===== src/rtl/syn_addr_seq.sv =====
// Strided read / delayed write-back address sequencer for a Synapse row.
// Optional acc_clr output is built when SYN_SEQ_ACCLR_EN is defined.
module syn_addr_seq #(
    parameter int ADDR_W = 8,
    parameter int LEN_W  = 8,
    parameter int LAT    = 1
) (
    input  logic              clk,
    input  logic              rst,
    input  logic              start,
    input  logic [ADDR_W-1:0] base_r,
    input  logic [ADDR_W-1:0] base_w,
    input  logic [ADDR_W-1:0] stride,
    input  logic [LEN_W-1:0]  len,
    input  logic              stall,
    output logic              busy,
    output logic              done,
    output logic              rd_vld,
    output logic [ADDR_W-1:0] r_addr,
    output logic [ADDR_W-1:0] w_addr,
`ifdef SYN_SEQ_ACCLR_EN
    output logic              acc_clr,
`endif
    output logic              we_ram
);

    typedef enum logic [1:0] {IDLE, RUN, DRAIN, DONE} state_t;

    state_t             state, state_n;
    logic [LEN_W-1:0]   len_q;
    logic [LEN_W-1:0]   rd_cnt;
    logic [ADDR_W-1:0]  stride_q;
    logic [ADDR_W-1:0]  w_ptr;
    logic               rd_vld_q;
    logic [LAT:1]       sh;
    logic [LAT:0]       tap;
    logic               hold;

    assign hold = stall && (state == RUN || state == DRAIN);
    assign tap  = {sh, rd_vld_q};

    // Strobes are registered but masked by stall in the same cycle, so a
    // stalled cycle shows no read/write and the pending one re-issues next.
    assign rd_vld = rd_vld_q && !hold;
    assign we_ram = sh[LAT] && !hold;

    always_comb begin
        state_n = state;
        case (state)
            IDLE:    if (start) state_n = (len == '0) ? DONE : RUN;
            RUN:     if (!hold && rd_cnt == len_q) state_n = DRAIN;
            DRAIN:   if (!hold && tap[LAT-1:0] == '0) state_n = DONE;
            DONE:    state_n = IDLE;
            default: state_n = IDLE;
        endcase
    end

    always_ff @(posedge clk or posedge rst) begin
        if (rst) state <= IDLE;
        else     state <= state_n;
    end

    always_ff @(posedge clk or posedge rst) begin
        if (rst) begin
            busy     <= 1'b0;
            done     <= 1'b0;
            rd_vld_q <= 1'b0;
            r_addr   <= '0;
            w_addr   <= '0;
            w_ptr    <= '0;
            len_q    <= '0;
            rd_cnt   <= '0;
            stride_q <= '0;
            sh       <= '0;
        end else begin
            if (!hold) begin
                sh <= tap[LAT-1:0];
                if (tap[LAT-1]) begin
                    w_addr <= w_ptr;
                    w_ptr  <= w_ptr + 1'b1;
                end
            end
            case (state)
                IDLE: if (start) begin
                    len_q    <= len;
                    stride_q <= stride;
                    w_ptr    <= base_w;
                    if (len != '0) begin
                        r_addr   <= base_r;
                        rd_vld_q <= 1'b1;
                        rd_cnt   <= LEN_W'(1);
                        busy     <= 1'b1;
                    end else begin
                        done <= 1'b1;
                    end
                end
                RUN: if (!hold) begin
                    if (rd_cnt == len_q) begin
                        rd_vld_q <= 1'b0;
                    end else begin
                        r_addr <= r_addr + stride_q;
                        rd_cnt <= rd_cnt + 1'b1;
                    end
                end
                DRAIN: if (!hold && tap[LAT-1:0] == '0) begin
                    busy <= 1'b0;
                    done <= 1'b1;
                end
                DONE:    done <= 1'b0;
                default: ;
            endcase
        end
    end

`ifdef SYN_SEQ_ACCLR_EN
    logic acc_q;
    assign acc_clr = acc_q && !hold;

    always_ff @(posedge clk or posedge rst) begin
        if (rst)                                   acc_q <= 1'b0;
        else if (state == IDLE && start && len != '0) acc_q <= 1'b1;
        else if (state == RUN && !hold)            acc_q <= 1'b0;
    end
`endif

endmodule


===== config.mk =====
export PLATFORM = sky130hd
export DESIGN_NAME = syn_addr_seq
export DESIGN_NICKNAME = d
export VERILOG_FILES = /design/src/rtl/syn_addr_seq.sv
export SDC_FILE = /design/constraint.sdc
export NUM_CORES = 1
export LEC_CHECK = 0
export BUFFER_PORTS_ARGS = -buffer_cell sky130_fd_sc_hd__buf_2
export CELL_PAD_IN_SITES_DETAIL_PLACEMENT = 1
export CELL_PAD_IN_SITES_GLOBAL_PLACEMENT = 2
export CORE_UTILIZATION = 32
export DETAILED_ROUTE_END_ITERATION = 12
export HOLD_SLACK_MARGIN = 0.12
export PLACE_DENSITY = 0.78
export RECOVER_POWER = 100
export SLEW_MARGIN = 20
export SYNTH_ARGS = -nofsm -noshare
export SYNTH_HDL_FRONTEND = slang
export SYNTH_SLANG_ARGS = --single-unit
export TNS_END_PERCENT = 50

===== constraint.sdc =====
create_clock -name clk -period 2.2 [get_ports clk]
set_clock_uncertainty 0.15 [all_clocks]
set_input_delay 0.11 -clock clk [delete_from_list [all_inputs] [get_ports clk]]
set_output_delay 0.11 -clock clk [all_outputs]
set_load 0.005 [all_outputs]

# Yosys cells after proc, flatten, opt, wreduce, memory -nomap -nowiden

Cells that the tools add are included.

Register bits after elaboration: 54
Input bits: 36
Output and inout port bits: 20
Logic and storage cells: 78

Add/subtract/negate cells: 3
Eq/ne operators: 12
Mux-type cells: 30
Bitwise operators: 2
Reductions and logical operators: 20

Operators with widths:

| operator            | number |
|---|---|
| $mux 8              | 12 |
| $pmux 8 s2          | 2 |
| $add 8x1->8 const B | 2 |
| $ne 2x2->1 const B  | 5 |
| $reduce_and 5->1    | 2 |
| $add 8x8->8         | 1 |
| $eq 8x8->1          | 1 |
| $logic_not 8->1     | 1 |
| $mux 1              | 8 |
| $mux 2              | 4 |
| $pmux 2 s4          | 1 |
| $reduce_and 4->1    | 2 |
| $reduce_bool 8->1   | 1 |
| $ne 2x1->1 const B  | 3 |
| $logic_and 1x1->1   | 5 |
| $eq 2x2->1 const B  | 2 |
| $pmux 1 s2          | 2 |
| $reduce_and 2->1    | 2 |
| $reduce_bool 2->1   | 2 |
| $pmux 1 s3          | 1 |
| $reduce_and 3->1    | 1 |
| $reduce_bool 3->1   | 1 |
| $eq 2x1->1 const B  | 1 |
| $logic_not 2->1     | 1 |
| other kinds (3)     | 4 |

# Longest topological paths before layout

Gate-level depths: netlist (run 1).

Depth after elaboration: 7
Mapped depth: 10
Depth with buffers taken out: 9

# Worst setup path after synthesis (run 1)

OpenSTA, ideal clock, no wires.

Kind: reg-to-reg
Start point: reg r_addr[0]
End point: reg r_addr[6]
Setup time: 129 ps
Data arrival time: 2051 ps
Data required time: 1921 ps
Path slack: -130 ps
Cell stages (with the launch flop): 10
Buffers on the path: 0
Period minus slack after synthesis: 2330 ps
Cell sequence: dfrtp_1 -> ha_1 -> inv_1 -> fa_1 -> nor2b_4 -> o31a_1 -> o21a_1 -> or3_1 -> a2111oi_2 -> nor2_1

Word-level cells in the longest chain between the ends: 4

Ends and longest elaborated chain:

| what                     | RTL line | text |
|---|---|---|
| start: declaration       | 19       | `output logic [ADDR_W-1:0] r_addr,` |
| start signal: assignment | 89       | `r_addr <= base_r;` |
| start signal: assignment | 101      | `r_addr <= r_addr + stride_q;` |
| $add 8x8->8              | 101      |  |
| $mux 8                   | 98       | `if (rd_cnt == len_q) begin` |
| $mux 8                   | 97       | `RUN: if (!hold) begin` |
| $pmux 8 s2               | 83       | `case (state)` |

Every way passes these cells. The select of a mux whose other input is x is not followed.
A chain may end at the register's enable or synchronous reset.

# Final worst setup path (run 1)

Start point: reg stride_q[0]
End point: reg r_addr[6]

Word-level cells in the longest chain between the ends: 4

Ends and longest elaborated chain:

| what                     | RTL line | text |
|---|---|---|
| start: declaration       | 32       | `logic [ADDR_W-1:0] stride_q;` |
| start signal: assignment | 86       | `stride_q <= stride;` |
| $add 8x8->8              | 101      |  |
| $mux 8                   | 98       |  |
| $mux 8                   | 97       |  |
| $pmux 8 s2               | 83       |  |

Every way passes these cells. The select of a mux whose other input is x is not followed.

==> metrics.txt, run 1 <==
Fin Setup TNS=-0.1232 ns; most common cell in the netlist=dfrtp_1; post-route design area=between 3000 and 4000 um^2; top area cells in the synthesized netlist=dfrtp_1 47%, mux2_2 9.4%, ha_1 6.1%; cell taking the most area after synthesis=dfrtp_1; family with the most delay on the worst path=compound AO/OA/AOI/OAI gates; shortest period the worst path allows=2.306 ns; post-synth top area share=46.75%; Worst-path clk slew=0.11 ns; Die W=about 97 um; Hold Path Stages=4; largest net degree at the start of global routing=55; Crit. End Element=flop; placed inst area=between 3000 and 4000 um^2; Slew headroom=8.180%; CTS buffer count=5; TritonCTS clock tree=yes; Worst VDD drop=0.5140 mV; Synth top cells by count=54 x dfrtp_1, 25 x a21oi_1, 24 x mux2_2; die area=9416 um^2; Final #Nets=~440; FP Rows=34; Async SR Flop Fraction=100.0%; Leak=roughly 0.0017 uW; worst hold path class=in -> reg; Tightest Pin Transition=approximately 1.4 ns; register area share after synthesis=46.75%; Wirelength per Cell=15.08 um; Crit path required time=2.24 ns; drt pass-1 iters=4; Antenna Violating Nets Remaining=0; CP Max Fanout=2; Multi-input gate area=1500 um^2; post-synth cell types=49; RSZ-0062 raised after global routing=yes; number of synthesized flops with an enable pin=0; number of global-route vias before repair=roughly 2600; IO Count=56; via count=2421; register area=1351 um^2; H-tree levels=2; failing checks=setup timing; gr usage total=between 10% and 20%; Die Y=97.04 um; Worst-Skew Late Latency=0.31 ns; total power per unit cell area=1429 nW/um^2; DP HPWL=5284 um; fin crit share=104.8%; Fmax achieved=433.7 MHz; max cap viols=0; slowest stage delay, CP=0.40 ns; Initial Util=33.14%; Slowest cell on crit path=dfrtp_1; setup ws final=-0.1057 ns; buffer levels on the longest clock path=2; WL final=7451 um; status=finished with violations; Hold Fails Final Rpt=0; critical path cell sequence=ha_2 > inv_2 > fa_2 > nor2b_4 > o31a_1 > o21a_1 > or3_4 > a2111oi_4 > nor2_1; worst path bufs/invs=1; Final Wtd Congestion=0.7575; yosys warns=0; arrival time worst endpoint=2.35 ns; layout cell share with drive strength beyond 1=29.79%; initial antenna violation count=0; filler instances=~990; GRT overflow=0; DR vias/cell=4.901; Synth Area per Inst=10.63 um^2; Final Setup Violations=2; Mapped Cells=272; Antenna Cells=0; Synthesized Nets=323; Worst R2R Path Depth=9; worst hold slack=0.1825 ns; Mapped Area=about 2900 um^2; port bufs=55; Area Growth Syn to Fin=35.11%; first-pass GRT wire length=12190 um; Worst setup SP type=flop; Final Max Slew Viols=0; Synth Flop Type=dfrtp_1; drc violations=0; Num Clock Sinks=54; initial drt markers=52; core footprint=8721 um^2; FF+latch count, synth=54; critical path class=reg -> reg; Clock Tree Root=clkbuf_8; Crit path depth=9
-- metal layers --
metal	GRT usage, %	vias up	share of wire (%)
met4	3.215	0	0.74
met5	0	-	0
li1	-	1193	-
met3	2.529	4	2.6
met1	21.62	1182	49
met2	26.60	42	47
-- cell usage in the layout, fill, tap and decap left out, types with 10 or more instances in the layout --
cell type	count
nor2_1	20
dlygate4sd3_1	34
xnor2_1	13
buf_4	12
dfrtp_1	54
clkbuf_1	13
nand2_1	17
ha_1	12
o21ai_0	14
buf_2	48
inv_1	10
a21oi_1	24
mux2_2	24
-- metrics by stage --
| stage | total power, uW | cells | setup WS (ns) | utilization (%) |
|---|---|---|---|---|
| global placement | 4780 | 450 | -0.05973 | 39.31 |
| finish | 5582 | 494 | -0.1057 | 44.78 |
| detailed placement | 4874 | 450 | -0.09888 | 39.31 |
| CTS | 5630 | 492 | -0.1127 | 44.55 |
| floorplan | 3844 | 272 | -0.02016 | - |
| global route | 6040 | 494 | -0.2197 | 44.78 |
-- worst reg2reg max path: cells and delay by family (launching register included) --
family / cells / cell delay [ns]
compound gates: 3 / 0.73
fa+ha+maj: 2 / 0.42
buf+inv: 1 / 0.05
flops: 1 / 0.40
simple gates: 3 / 0.46
-- report_power, final --
group	switching (uW)	internal [uW]	leakage (uW)
clock	340	341	0.0000514
combinational	1560	1540	0.00101
sequential	353	1450	0.000636
-- path summary, 6_finish.rpt --
check,startpoint,endpoint,slack [ns]
setup / recovery,stride_q[0],r_addr[6],-0.11
hold / removal,start,done,0.18
setup reg to reg,stride_q[0],r_addr[6],-0.11
hold reg to reg,w_addr[5],w_addr[5],0.37
max in group asynchronous,rst,rd_cnt[7],0.40
min in group asynchronous,rst,w_addr[1],0.66
-- cell families (layout without fill, tap and decap cells) --
| family | count (synthesis) | count (layout) | share of synthesized area [%] |
|---|---|---|---|
| AND/OR/NAND/NOR | 75 | 75 | 13.90 |
| AO/OA/AOI/OAI | 61 | 61 | 13.07 |
| flip-flops | 54 | 54 | 46.75 |
| multiplexers | 29 | 29 | 11.08 |
| buffers and inverters | 21 | 135 | 3.290 |
| XOR/XNOR | 17 | 17 | 5.151 |
| adder cells (fa/ha/maj) | 15 | 15 | 6.753 |
-- layout make-up --
cell class,instances,area share (%)
multi-input cells,197,38.42
flip-flops and latches,54,34.60
repair buffers,113,19.35
well taps,108,3.460
clock buffers,6,1.858
inverters,14,1.346
clock inverters,2,0.9612
-- repair_timing --
action / CTS / global route
resized for setup: 2 / 8
setup endpoints to repair: 4 / 10
gates cloned: 0 / 0
hold buffers: 34 / 0
buffers inserted: 0 / 2
endpoints found under the hold margin: 87 / 0
pin swaps: 1 / 0
-- flip-flops by register name (all words and copies together) (netlist names), 2 cells and up --
signal    flops
state         2
stride_q      8
w_ptr         8
rd_cnt        8
r_addr        8
w_addr        8
len_q         8
No activity file was read; power rests on OpenSTA's default activity.
==> run 2, diff against run 1 <==
--- a/config.mk
+++ b/config.mk
@@ -8,10 +8,12 @@
 export BUFFER_PORTS_ARGS = -buffer_cell sky130_fd_sc_hd__buf_2
 export CELL_PAD_IN_SITES_DETAIL_PLACEMENT = 1
 export CELL_PAD_IN_SITES_GLOBAL_PLACEMENT = 2
-export CORE_UTILIZATION = 32
+export CORE_MARGIN = 2
+export CORE_UTILIZATION = 36
+export CTS_BUF_LIST = sky130_fd_sc_hd__clkbuf_8
 export DETAILED_ROUTE_END_ITERATION = 12
 export HOLD_SLACK_MARGIN = 0.12
-export PLACE_DENSITY = 0.78
+export PLACE_DENSITY = 0.83
 export RECOVER_POWER = 100
 export SLEW_MARGIN = 20
 export SYNTH_ARGS = -nofsm -noshare
==> constraint.sdc (replaced) <==
create_clock -name clk -period 2.6 [get_ports clk]
set_clock_uncertainty 0.15 [all_clocks]
set_input_delay 0.13 -clock clk [delete_from_list [all_inputs] [get_ports clk]]
set_output_delay 0.13 -clock clk [all_outputs]
set_load 0.005 [all_outputs]
==> run 2 against run 1 <==
  * The flow now finishes without violations
  * Clock power shrank 25%
  * Clock-buffer cell count is 1 lower
  * Sequential power shrank 15%
  * Power fell by 22%
  * Largest power group unchanged
==> metrics.txt, run 2 (synthesis results as in run 1) <==
DP HPWL=5151 um (was 5284 um); Wirelength per Cell=15.21 um (was 15.08 um); Final Setup Violations=0 (was 2); arrival time worst endpoint=2.48 ns (was 2.35 ns); initial drt markers=82 (was 52); WL final=7179 um (was 7451 um); Clock Tree Root=clkbuf_8 (unchanged); Die Y=93.60 um (was 97.04 um); Fin Setup TNS=0 ns (was -0.1232 ns); Fmax achieved=411.1 MHz (was 433.7 MHz); Leak=0.001613 uW (was 0.001695 uW); Tightest Pin Transition=1.210 ns (was 1.377 ns); Final Core Density=47.84% (was 44.78%); family with the most delay on the worst path=compound AO/OA/AOI/OAI gates (unchanged); total power per unit cell area=1176 nW/um^2 (was 1429 nW/um^2); number of global-route vias before repair=2576 (was 2584); first-pass GRT wire length=12370 um (was 12190 um); max cap viols=0 (unchanged); port bufs=55 (unchanged); DR vias/cell=5.068 (was 4.901); GRT overflow=0 (unchanged); Antenna Cells=0 (unchanged); shortest period the worst path allows=2.432 ns (was 2.306 ns); top layer in use=met4 (unchanged); Slowest cell on crit path=dfrtp_1 (unchanged); RSZ-0062 raised after global routing=no (was yes); CTS buffer count=5 (unchanged); buffer levels on the longest clock path=2 (unchanged); drt pass-1 iters=4 (unchanged); Clk pwr share=11.7% (was 12.2%); Area Growth Syn to Fin=28.57% (was 35.11%); layout cell share with drive strength beyond 1=24.05% (was 29.79%); worst path bufs/invs=1 (unchanged); critical path cell sequence=ha_1 > inv_1 > fa_1 > nor2b_4 > o31a_1 > o21a_1 > or3_1 > a2111oi_2 > nor2_1 (was ha_2 > inv_2 > fa_2 > nor2b_4 > o31a_1 > o21a_1 > or3_4 > a2111oi_4 > nor2_1); internal power=2537 uW (was 3329 uW); commonest non-fill, non-tap cell in the layout=dfrtp_1 (unchanged); Final Max Slew Viols=0 (unchanged); via count=2392 (was 2421); Crit path required time=2.65 ns (was 2.24 ns); die area=8761 um^2 (was 9416 um^2); worst hold path class=in -> reg (unchanged); Sw Ratio=41.92% (was 40.36%); DR WL met2=3519 um (was 3520 um); CP Max Fanout=3 (was 2); Seq pwr share=35.1% (was 32.3%); Crit. End Element=flop (unchanged); TritonCTS clock tree=yes (unchanged); Worst-path clk slew=0.11 ns (about the same); core footprint=7767 um^2 (was 8721 um^2); H-tree levels=2 (unchanged); Initial Util=37.21% (was 33.14%); IO Count=56 (unchanged); sw power=1832 uW (was 2253 uW); Hold Fails Final Rpt=0 (unchanged); fin crit share=93.55% (was 104.8%); Worst VDD drop=0.4755 mV (was 0.5140 mV); Final #Nets=420 (was 436); gr usage total=17.88% (was 15.85%); critical path class=reg -> reg (unchanged); Worst setup SP type=flop (unchanged); Antenna Violating Nets Remaining=0 (unchanged); commonest cells after routing, fill and taps aside=54 x dfrtp_1, 42 x buf_2, 34 x dlygate4sd3_1 (was 54 x dfrtp_1, 48 x buf_2, 34 x dlygate4sd3_1); largest net degree at the start of global routing=32 (was 55); FP Rows=32 (was 34); status=finished clean (was finished with violations); Final Wtd Congestion=0.7628 (was 0.7575); DR WL met3=234 um (was 195 um); Num Clock Sinks=54 (unchanged); initial antenna violation count=0 (unchanged); Slew headroom=19.24% (was 8.180%); drc violations=0 (unchanged); Worst-Skew Late Latency=0.32 ns (was 0.31 ns); slowest stage delay, CP=0.41 ns (was 0.40 ns); DRT met1 WL=3306 um (was 3680 um); Die W=93.60 um (was 97.04 um); Comb pwr share=53.2% (was 55.5%)
## run 2: timing repair
item / in CTS / in global routing
hold buffers: 34 / 0
hold endpoints to repair: 62 / 0
resized for setup: 0 / 0
setup buffers: 0 / 0
setup endpoints to repair: 0 / 0
## run 2: layer usage
metal  vias to the layer above  track usage (%)
met5                         -                0
met2                        56            30.34
met1                      1156            23.04
li1                       1167                -
met4                         0            5.918
met3                        13            3.304
## run 2: final cells by class
type	count	area, um^2
multi-input combinational	197	1444
clock buffer	5	68.82
timing repair buffer	97	645.6
clock inverter	3	26.28
sequential	54	1351
inverter	14	52.55
tap	102	127.6
fill	905	4051
## run 2: tightest hold or removal path, stage by stage
cell     delay (ns)
buf_2          0.11
o22ai_1        0.14
o21ai_0        0.17
o21ai_0        0.08
## run 2: power by group through the flow
| stage | logic (uW) | clock network [uW] | registers [uW] |
|---|---|---|---|
| final | 2320 | 512 | 1530 |
| after global routing | 2630 | 576 | 1600 |
| after CTS | 2390 | 540 | 1540 |
| after detailed placement | 2330 | 0 | 1560 |
| after global placement | 2270 | 0 | 1540 |
| after floorplan | 1760 | 0 | 1480 |
## run 2: final timing paths
kind	from	end	slack [ns]	cells past startpoint
min reg2reg	w_addr[6]	w_addr[6]	0.37	1
max	r_addr[0]	r_addr[6]	0.17	9
max reg2reg	r_addr[0]	r_addr[6]	0.17	9
min	start	busy	0.20	4
min in group asynchronous	rst	w_ptr[1]	0.54	3
max in group asynchronous	rst	r_addr[5]	0.45	4
## run 2: metrics by stage
step | setup WS, ns | area [um^2] | std cells | power, uW | hold WS [ns]
after floorplan | 0.2705 | 2890 | 272 | 3244 | 0.1305
after global placement | 0.2227 | 3311 | 430 | 3810 | 0.1216
after detailed placement | 0.1921 | 3311 | 430 | 3892 | 0.1295
after CTS | 0.1717 | 3746 | 472 | 4469 | 0.1764
after global routing | 0.04841 | 3716 | 472 | 4810 | 0.2183
final | 0.1676 | 3716 | 472 | 4369 | 0.1957
